### src/rtl/frame_fifo.sv
// rtl/frame_fifo.sv - frame-aware FIFO with commit, rollback and automatic overflow drop
//
// Purpose:
//   A single-clock FIFO that stores data words, each tagged with an end-of-frame flag.
//   The read side sees only complete (committed) frames. A frame that is still being
//   written can be discarded with wr_drop. A frame that overflows the storage is rolled
//   back automatically when its last word arrives.
//
// Ports:
//   clk, rst_n                 clock and asynchronous active-low reset
//   wr_en, din, wr_last        write strobe, data and end-of-frame marker (wr_last commits)
//   wr_drop                    discard the uncommitted frame in progress
//   full, almost_full          status on total occupancy (wp - rp), uncommitted words included
//   overflow                   sticky flag: a write was attempted while full
//   drop_pulse                 one-cycle pulse each time a frame is discarded
//   rd_en, dout, dout_last     first-word fall-through read port
//   empty, level               committed occupancy status (wp_commit - rp)
module frame_fifo #(
    parameter int DATA_WIDTH   = 8,
    parameter int DEPTH        = 64,
    parameter int AFULL_THRESH = DEPTH - 8,
    parameter int PTR_WIDTH    = $clog2(DEPTH)
) (
    input  logic                  clk,
    input  logic                  rst_n,
    input  logic                  wr_en,
    input  logic [DATA_WIDTH-1:0] din,
    input  logic                  wr_last,
    input  logic                  wr_drop,
    output logic                  full,
    output logic                  almost_full,
    input  logic                  rd_en,
    output logic [DATA_WIDTH-1:0] dout,
    output logic                  dout_last,
    output logic                  empty,
    output logic [PTR_WIDTH:0]    level,
    output logic                  drop_pulse,
    output logic                  overflow
);

    localparam logic [PTR_WIDTH:0] DEPTH_V = (PTR_WIDTH + 1)'(DEPTH);
    localparam logic [PTR_WIDTH:0] AFULL_V = (PTR_WIDTH + 1)'(AFULL_THRESH);

    logic [DATA_WIDTH:0] mem [DEPTH];

    // One extra pointer bit distinguishes full from empty, so all DEPTH entries are usable.
    logic [PTR_WIDTH:0] wp;
    logic [PTR_WIDTH:0] wp_commit;
    logic [PTR_WIDTH:0] rp;
    logic               bad;
    logic [PTR_WIDTH:0] occ;
    logic               in_progress;
    logic               wr_accept;
    logic [DATA_WIDTH:0] rd_word;

    // Status is decoded from registered pointers only, so rd_en/wr_en never reach full/empty.
    assign occ         = wp - rp;
    assign full        = (occ == DEPTH_V);
    assign almost_full = (occ >= AFULL_V);
    assign empty       = (rp == wp_commit);
    assign level       = wp_commit - rp;

    assign in_progress = (wp != wp_commit) || bad;
    assign wr_accept   = wr_en && !wr_drop && !full && !bad;

    assign rd_word   = mem[rp[PTR_WIDTH-1:0]];
    assign dout      = rd_word[DATA_WIDTH-1:0];
    assign dout_last = rd_word[DATA_WIDTH];

    // Storage is intentionally not reset.
    always_ff @(posedge clk) begin
        if (wr_accept) begin
            mem[wp[PTR_WIDTH-1:0]] <= {wr_last, din};
        end
    end

    always_ff @(posedge clk or negedge rst_n) begin
        if (!rst_n) begin
            wp         <= '0;
            wp_commit  <= '0;
            rp         <= '0;
            bad        <= 1'b0;
            drop_pulse <= 1'b0;
            overflow   <= 1'b0;
        end else begin
            drop_pulse <= 1'b0;

            if (rd_en && !empty) begin
                rp <= rp + 1'b1;
            end

            if (wr_en && full) begin
                overflow <= 1'b1;
            end

            // Rollback only ever returns wp to wp_commit, so committed data is never touched.
            if (wr_drop) begin
                if (in_progress) begin
                    wp         <= wp_commit;
                    bad        <= 1'b0;
                    drop_pulse <= 1'b1;
                end
            end else if (wr_en) begin
                if (full || bad) begin
                    // Once a frame has lost a word it is poisoned until its last word arrives.
                    if (wr_last) begin
                        wp         <= wp_commit;
                        bad        <= 1'b0;
                        drop_pulse <= 1'b1;
                    end else begin
                        bad <= 1'b1;
                    end
                end else begin
                    wp <= wp + 1'b1;
                    if (wr_last) begin
                        wp_commit <= wp + 1'b1;
                    end
                end
            end
        end
    end

endmodule

### config.mk
export PLATFORM = sky130hd
export DESIGN_NAME = frame_fifo
export DESIGN_NICKNAME = d
export VERILOG_FILES = /design/src/rtl/frame_fifo.sv
export SDC_FILE = /design/constraint.sdc
export NUM_CORES = 1
export LEC_CHECK = 0
export ABC_AREA = 1
export ABC_CLOCK_PERIOD_IN_PS = 2950
export BUFFER_PORTS_ARGS = -buffer_cell sky130_fd_sc_hd__buf_4
export CORE_MARGIN = 10
export CORE_UTILIZATION = 40
export CTS_BUF_LIST = sky130_fd_sc_hd__clkbuf_16
export DETAILED_ROUTE_END_ITERATION = 6
export GPL_TIMING_DRIVEN = 1
export PLACE_DENSITY = 0.64
export SLEW_MARGIN = 0
export SYNTH_ARGS = -nofsm -noshare
export SYNTH_HDL_FRONTEND = slang
export SYNTH_SLANG_ARGS = --single-unit
### constraint.sdc
create_clock -name clk -period 2.95 [get_ports clk]
set_input_delay 0 -clock clk [delete_from_list [all_inputs] [get_ports clk]]
set_output_delay 0 -clock clk [all_outputs]
set_load 0.02 [all_outputs]
==> key figures, run 1 <==
GRT
  – Busiest grt layer: met2
  – Met1 Usage GRT: 0.249
  – Number of global-route vias before repair: 16400
  – Pin count of the biggest net entering global routing: 86
  – Initial antenna violation count: 0
  – First-pass GRT wire length: a little over 100 mm
  – GRT Residual Overflow: 0
  – Grt met3 use: 0.0277
  – Gr usage total: 0.189
  – GRT met2 Usage: 0.313

Floorplanning
  – Chip Height: ~270 um
  – Core footprint: a little over 60000 um^2
  – Die area: 72000 um^2
  – Chip width: between 200 and 300 um
  – Initial Utilization: 0.406
  – Rows: 90
  – IO Count: 35

Drt
  – Vias per std cell: about 5.7
  – ANT nets after route: 0
  – 1st-iter DRT viols: between 1500 and 2000
  – Drt wl/cell: 23.9 um
  – DRC violations left: 0
  – Vias: 16600
  – DRT Pass-1 Iters: 5
  – Routed WL: between 60 and 70 mm

Synth
  – Synth Area in Simple Gates: 0.117
  – Synth Cell Area: ~25000 um^2
  – Register area share after synthesis: 0.726
  – Async set-reset flop share out of synthesis: 0.0400
  – #FFs+latches synth: 600
  – Synth top area share: 0.701
  – Main synth FF type: edfxtp_1
  – Syn avg cell area: roughly 13 um^2
  – Adder-Cell Fraction of Synth Area: 0.00792
  – Yosys Warn Count: 0
  – Complex-gate fraction of the synthesized area: 0.114
  – Mux cell area share after synthesis: 0
  – Synth Net Count: around 2000
  – Post-synth EDFFs: 576
  – Top post-synthesis cells by area: edfxtp_1, nor2_1, o21ai_0
  – Post-synth cell types: 39
  – XOR/XNOR share of the synthesized area: 0.00746
  – Cell count after synthesis: a little under 2000
  – Post-synth top area cell: edfxtp_1
  – Largest family of logic cells by synthesized area: simple AND/OR/NAND/NOR gates

STA
  – Tcrit/Tclk final: 0.983
  – Final setup margin: roughly 0.05 ns
  – Final Hold Viols: 0
  – Minimum clock period: 2.90 ns
  – Setup violators final: 0
  – Max Clk Rate: approximately 0.34 GHz
  – Max transition margin: 0.426
  – RSZ-0062 raised after global routing: yes
  – Worst Max-Slew Pin Slew: approximately 0.86 ns
  – Max Transition Viols Final: 0
  – Clock skew: between 0.015 and 0.02 ns
  – Setup_tns: 0 ns

Setup path
  – Worst EP arrival: slightly below 3 ns
  – CP startpoint kind: flip-flop
  – Req. time, crit path: between 2 and 3 ns
  – CP max-delay cell: dfrtp_4
  – Worst reg2reg startpoint: rp[2]$_DFFE_PN0P_
  – Crit. End Element: primary output
  – Crit-path leading delay family: compound AO/OA/AOI/OAI gates
  – CP Cell Sequence: buf_12 > buf_16 > o21ai_1 > o22ai_1 > o211ai_1 > nand4_1 > nand3_1 > nand2_1 > buf_4
  – CP peak stage delay: roughly 0.50 ns
  – Crit Path Max Fanout: between 40 and 50
  – End of the critical path: dout[2]
  – Worst Setup SP: rp[0]$_DFFE_PN0P_
  – Reg2reg end: mem[63][7]$_DFFE_PP_
  – Crit path depth: 9
  – Buf/Inv on CP: 3
  – WS Path Type: reg2out
  – Worst R2R Setup Slack: 0.20 ns
  – Worst reg-to-reg path cell count: 14

Clock tree
  – Clk slew on worst S/H paths: about 0.070 ns
  – Worst skew pair latency: just over 0.6 ns
  – H-tree Lvls: 2
  – CTS buffer count: between 50 and 60
  – Longest Clk Path Bufs: 3
  – CTS tree: built
  – Root Buffer: clkbuf_16
  – Clock sink total: 600

Placed design
  – Routability cong.: between 0.8 and 0.9
  – Port bufs: 34
  – Detailed placement HPWL: 38.1 mm
  – Post-place setup slack: ~0.12 ns

Power and ir drop
  – Gate power share: 0.411
  – Clock share of power: 0.250
  – Sw Share: 0.390
  – Leak: about 0.0098 uW
  – Power Dens Cells: approximately 990 nW/um^2
  – Seq pwr share: 0.339
  – Peak VDD IR: 0.000940 V
  – Switch Pwr: 11200 uW
  – Internal Power: 17500 uW

Final layout
  – Flip-flop and latch area: between 15000 and 20000 um^2
  – Commonest non-fill, non-tap cells in the layout: edfxtp_1, nor2_1, o21ai_0
  – Area Growth Syn to Fin: 18.0%
  – Multi-input logic area: 6350 um^2
  – Layout cells sized above 1: 0.171
  – # diodes: 0
  – Commonest non-fill, non-tap cell in the layout: edfxtp_1
  – Layout net count: approximately 2100
  – Fill count: roughly 5200
  – Core Util, Final: 0.480

Worst hold path
  – Min-Delay Path Class: in2reg
  – HP Start: din[0]

Job
  – Max-cap viol count: 0

Run status
  – Run status: complete, no violations
repair_timing:
| item | CTS | global route |
|---|---|---|
| hold buffers | 7 | 0 |
| resized for setup | 29 | 28 |
| pin swaps | 2 | 8 |
| buffers inserted | 0 | 11 |
| hold endpoints to repair | 44 | 0 |
| gates cloned | 4 | 4 |
| endpoints found under the setup margin | 10 | 533 |
worst reg2reg max path, cell delays in order, from the launching register on:
cell	delay, ns
dfrtp_2	0.41
inv_2	0.05
ha_1	0.33
or2_1	0.27
nand3_1	0.11
nand2_1	0.07
nand2_1	0.08
nand2_1	0.10
nand3_2	0.12
nand3_2	0.11
clkinv_4	0.16
nand2_2	0.08
buf_12	0.16
nor2_1	0.17
buf_4	0.22
kinds of logic after synthesis:
family                     Yosys count
AOI/OAI and AO/OA                  487
xor gates and xnor gates            21
adders and majority gates           15
buffers and inverters              167
DFF                                600
and+or+nand+nor                    674
power by group through the flow:
stage | registers (uW) | clock network, uW | logic, uW
final | 9750 | 7180 | 11800
after global placement | 9890 | 0 | 10600
after CTS | 9760 | 7260 | 11300
after global routing | 9770 | 7580 | 12700
after floorplan | 9900 | 0 | 6560
after detailed placement | 9900 | 0 | 10700
cells in the mapped netlist, types with 2 or more instances:
| cell | instances |
|---|---|
| dfrtp_1 | 24 |
| nor3_2 | 2 |
| buf_2 | 39 |
| nand3_1 | 91 |
| o21ai_0 | 291 |
| o21bai_1 | 2 |
| o221ai_1 | 39 |
| a21oi_2 | 2 |
| inv_1 | 36 |
| o211ai_1 | 35 |
| o22ai_1 | 82 |
| xnor2_1 | 6 |
| buf_1 | 3 |
| clkbuf_1 | 76 |
| nor3_1 | 2 |
| edfxtp_1 | 576 |
| nand4_1 | 14 |
| buf_4 | 3 |
| inv_4 | 2 |
| xor2_1 | 15 |
| nand3_2 | 3 |
| nand2_1 | 153 |
| a21oi_1 | 27 |
| nand2_2 | 4 |
| nor2_1 | 392 |
| o21ai_1 | 7 |
| ha_1 | 14 |
| nand4_4 | 7 |
| inv_2 | 7 |
routing by layer:
layer | wire length (um) | share of wire | vias to the layer above
met5 | 0 | 0 | -
met4 | 2020 | 0.029 | 0
met3 | 5530 | 0.080 | 120
met2 | 33400 | 0.48 | 738
met1 | 28200 | 0.41 | 8325
li1 | - | - | 7466
layout make-up:
class                           instances  share of cell area
Sequential cell                       600               0.615
Multi-Input combinational cell       1197               0.218
Timing Repair Buffer                  173              0.0630
Clock buffer                           55              0.0473
Tap cell                              782              0.0336
Clock inverter                         45              0.0143
Inverter                               46             0.00808
Timing Repair inverter                  1            0.000387
stage by stage:
| step | power [uW] | area (um^2) | hold slack (ns) | std cells |
|---|---|---|---|---|
| 2_1_floorplan | 16500 | 24800 | -0.296 | 1964 |
| 3_3_place_gp | 20500 | 26600 | -0.0797 | 2776 |
| 3_5_place_dp | 20600 | 26600 | -0.0647 | 2776 |
| 4_1_cts | 28300 | 28800 | 0.0102 | 2887 |
| 5_1_grt | 30100 | 29100 | 0.0262 | 2899 |
| 6_report | 28800 | 29100 | 0.00397 | 2899 |
how the worst min path moves through the flow:
stage                                 to  slack (ns)  depth (start not counted)
floorplan                bad$_DFFE_PN0P_       -0.30                          0
global placement    overflow$_DFFE_PN0P_       -0.08                          1
detailed placement  drop_pulse$_DFF_PN0_       -0.06                          1
CTS                 mem[57][0]$_DFFE_PP_        0.01                          1
global route        mem[57][0]$_DFFE_PP_        0.03                          1
finish              mem[57][0]$_DFFE_PP_       0.004                          1
registers in the layout, summed over array words and instances (netlist names):
| register | count |
|---|---|
| mem | 576 |
| rp | 7 |
| wp | 7 |
| wp_commit | 7 |
| bad | 1 |
| drop_pulse | 1 |
| overflow | 1 |
(Power assumes the default switching activity.)
==> run 2, diff against run 1 <==
--- a/config.mk
+++ b/config.mk
@@ -7,7 +7,7 @@
 export LEC_CHECK = 0
 export ABC_AREA = 1
 export ABC_CLOCK_PERIOD_IN_PS = 2950
-export BUFFER_PORTS_ARGS = -buffer_cell sky130_fd_sc_hd__buf_4
+export BUFFER_PORTS_ARGS = -buffer_cell sky130_fd_sc_hd__buf_2
 export CORE_MARGIN = 10
 export CORE_UTILIZATION = 40
 export CTS_BUF_LIST = sky130_fd_sc_hd__clkbuf_16
==> key figures, run 2 (synthesized netlist as in run 1, its figures left out) <==
Placed design
  – Post-DP Area: 26500 um^2 (-0.41%)
  – Port bufs: 34 (unchanged)
  – Routability cong.: 0.889 (-1.2%)
  – Detailed placement HPWL: 38.2 mm (+0.39%)

STA
  – Tcrit/Tclk final: 0.980 (-0.00329)
  – Max transition margin: 0.259 (-0.168)
  – Setup violators final: 0 (unchanged)
  – Clock skew: 0.0189 ns (+0.00287 ns)
  – Setup_tns: 0 ns (unchanged)
  – Worst Max-Slew Pin Slew: 1.11 ns (+0.252 ns)
  – Max Clk Rate: 0.346 GHz (+0.34%)
  – Final Hold Viols: 0 (unchanged)
  – Minimum clock period: 2.89 ns (-0.00971 ns)
  – Max Transition Viols Final: 0 (unchanged)

GRT
  – Initial antenna violation count: 1 (+1)
  – Pin count of the biggest net entering global routing: 86 (unchanged)
  – Number of global-route vias before repair: 16400 (-0.067%)
  – First-pass GRT wire length: 103 mm (+0.66%)
  – Gr usage total: 0.190 (+0.00131)
  – GRT Residual Overflow: 0 (unchanged)

Run status
  – Run status: complete, no violations

Floorplanning
  – Initial Utilization: 0.406 (unchanged)
  – Chip Height: 268 um (unchanged)
  – Rows: 90 (unchanged)
  – Core footprint: 60700 um^2 (unchanged)
  – IO Count: 35 (unchanged)
  – Chip width: 268 um (unchanged)
  – Die area: 72000 um^2 (unchanged)

Drt
  – Routed WL: 71.8 mm (+3.9%)
  – Vias per std cell: 5.85 (+1.9%)
  – Vias: 17200 (+3.4%)
  – DRC violations left: 0 (unchanged)
  – ANT nets after route: 0 (unchanged)
  – 1st-iter DRT viols: 2166 (+22%)
  – Drt wl/cell: 24.4 um (+2.4%)
  – DRT Pass-1 Iters: 5 (unchanged)

Worst hold path
  – Worst hold stages: 1 (unchanged)
  – Min-Delay Path Class: in2reg

Final layout
  – Core Util, Final: 0.488 (+0.00839)
  – Commonest non-fill, non-tap cells in the layout: edfxtp_1, nor2_1, o21ai_0
  – Commonest non-fill, non-tap cell in the layout: edfxtp_1
  – Layout net count: 2138 (+1.7%)
  – Layout cells sized above 1: 0.181 (+0.00972)
  – Post-route cell area: 29600 um^2 (+1.7%)
  – Largest register FFs: 576 (unchanged)
  – Area Growth Syn to Fin: 20.1%
  – Fill count: 5098 (-1.8%)
  – # diodes: 0 (unchanged)

Clock tree
  – CTS tree: built
  – H-tree Lvls: 2 (unchanged)
  – CTS buffer count: 58 (+5.5%)
  – Root Buffer: clkbuf_16
  – Clk slew on worst S/H paths: 0.06 ns (about the same)
  – Clock sink total: 600 (unchanged)
  – Worst skew pair latency: 0.62 ns (about the same)
  – Longest Clk Path Bufs: 3 (unchanged)

Power and ir drop
  – Clock share of power: 0.253 (+0.003)
  – Internal Power: 17600 uW (+0.18%)
  – Power Dens Cells: 984 nW/um^2 (-0.47%)
  – Leak: 0.0100 uW (+2.6%)
  – Sw Share: 0.397 (+0.00658)
  – Tot Pwr: 29100 uW (+1.3%)
  – Peak VDD IR: 0.000787 V (-16%)
  – Seq pwr share: 0.334 (-0.005)
  – Switch Pwr: 11600 uW (+3.0%)
  – Gate power share: 0.413 (+0.002)

Setup path
  – Worst EP arrival: 2.89 ns (about the same)
  – CP startpoint kind: flip-flop
  – Crit. End Element: primary output
  – Req. time, crit path: 2.95 ns (about the same)
  – WS Path Type: reg2out
  – Crit Path Max Fanout: 41 (-15%)
  – Worst reg-to-reg path cell count: 19 (+5)

Job
  – Max-cap viol count: 0 (unchanged)
-- run 2: per-layer routing --
metal	up-vias	global-route usage	share of wire
li1	7541	-	-
met1	8622	0.252	0.41
met2	884	0.305	0.47
met3	161	0.0378	0.086
met4	2	0.0733	0.038
met5	-	0	0.00015
-- run 2: worst paths after layout --
kind	end	slack [ns]	startpoint
max in group asynchronous	rp[0]$_DFFE_PN0P_	2.38	rst_n
max reg2reg	mem[33][3]$_DFFE_PP_	0.07	rp[0]$_DFFE_PN0P_
min reg2reg	overflow$_DFFE_PN0P_	0.48	overflow$_DFFE_PN0P_
max	dout_last	0.06	rp[0]$_DFFE_PN0P_
min	mem[56][0]$_DFFE_PP_	0.06	din[0]
min in group asynchronous	overflow$_DFFE_PN0P_	0.39	rst_n
-- run 2: stage by stage --
stage / hold WS [ns] / setup WS [ns] / instances
2_1_floorplan: -0.296 / -0.0458 / 1964
3_3_place_gp: 0.0232 / 0.207 / 2776
3_5_place_dp: 0.0291 / 0.111 / 2776
4_1_cts: 0.0402 / 0.00729 / 2912
5_1_grt: 0.0765 / -0.0220 / 2940
6_report: 0.0603 / 0.0599 / 2940
-- run 2: critical path, stage by stage, from the launching register on --
cell	delay (ns)
dfrtp_4	0.43
buf_12	0.19
clkinv_16	0.17
clkbuf_16	0.26
o21ai_0	0.19
o22ai_1	0.13
o211ai_1	0.31
nand3_1	0.13
nand3_1	0.14
nand3_1	0.13
buf_2	0.19
-- run 2: layout make-up --
type / count / area (um^2) / area share
timing repair inverter: 1 / 8.76 / 0.000296
clock inverter: 50 / 402 / 0.0136
tap: 782 / 978 / 0.0330
sequential: 600 / 17900 / 0.605
timing repair buffer: 203 / 2250 / 0.0759
clock buffer: 59 / 1480 / 0.0499
multi-input combinational: 1199 / 6360 / 0.215
inverter: 46 / 230 / 0.00777
-- run 2: power groups by stage --
stage	clock network (uW)	registers, uW	logic (uW)
CTS	7450	9740	11200
finish	7380	9730	12000
floorplan	0	9900	6560
detailed placement	0	9910	10300
global placement	0	9900	10200
global route	7780	9740	12800
-- run 2: timing repair --
action	4_1_cts	5_1_grt
endpoints found under the setup margin	11	571
cloned	8	16
setup buffers	8	14
pin swaps	5	15
resized for setup	15	93
hold buffers	11	0
hold endpoints to repair	129	0
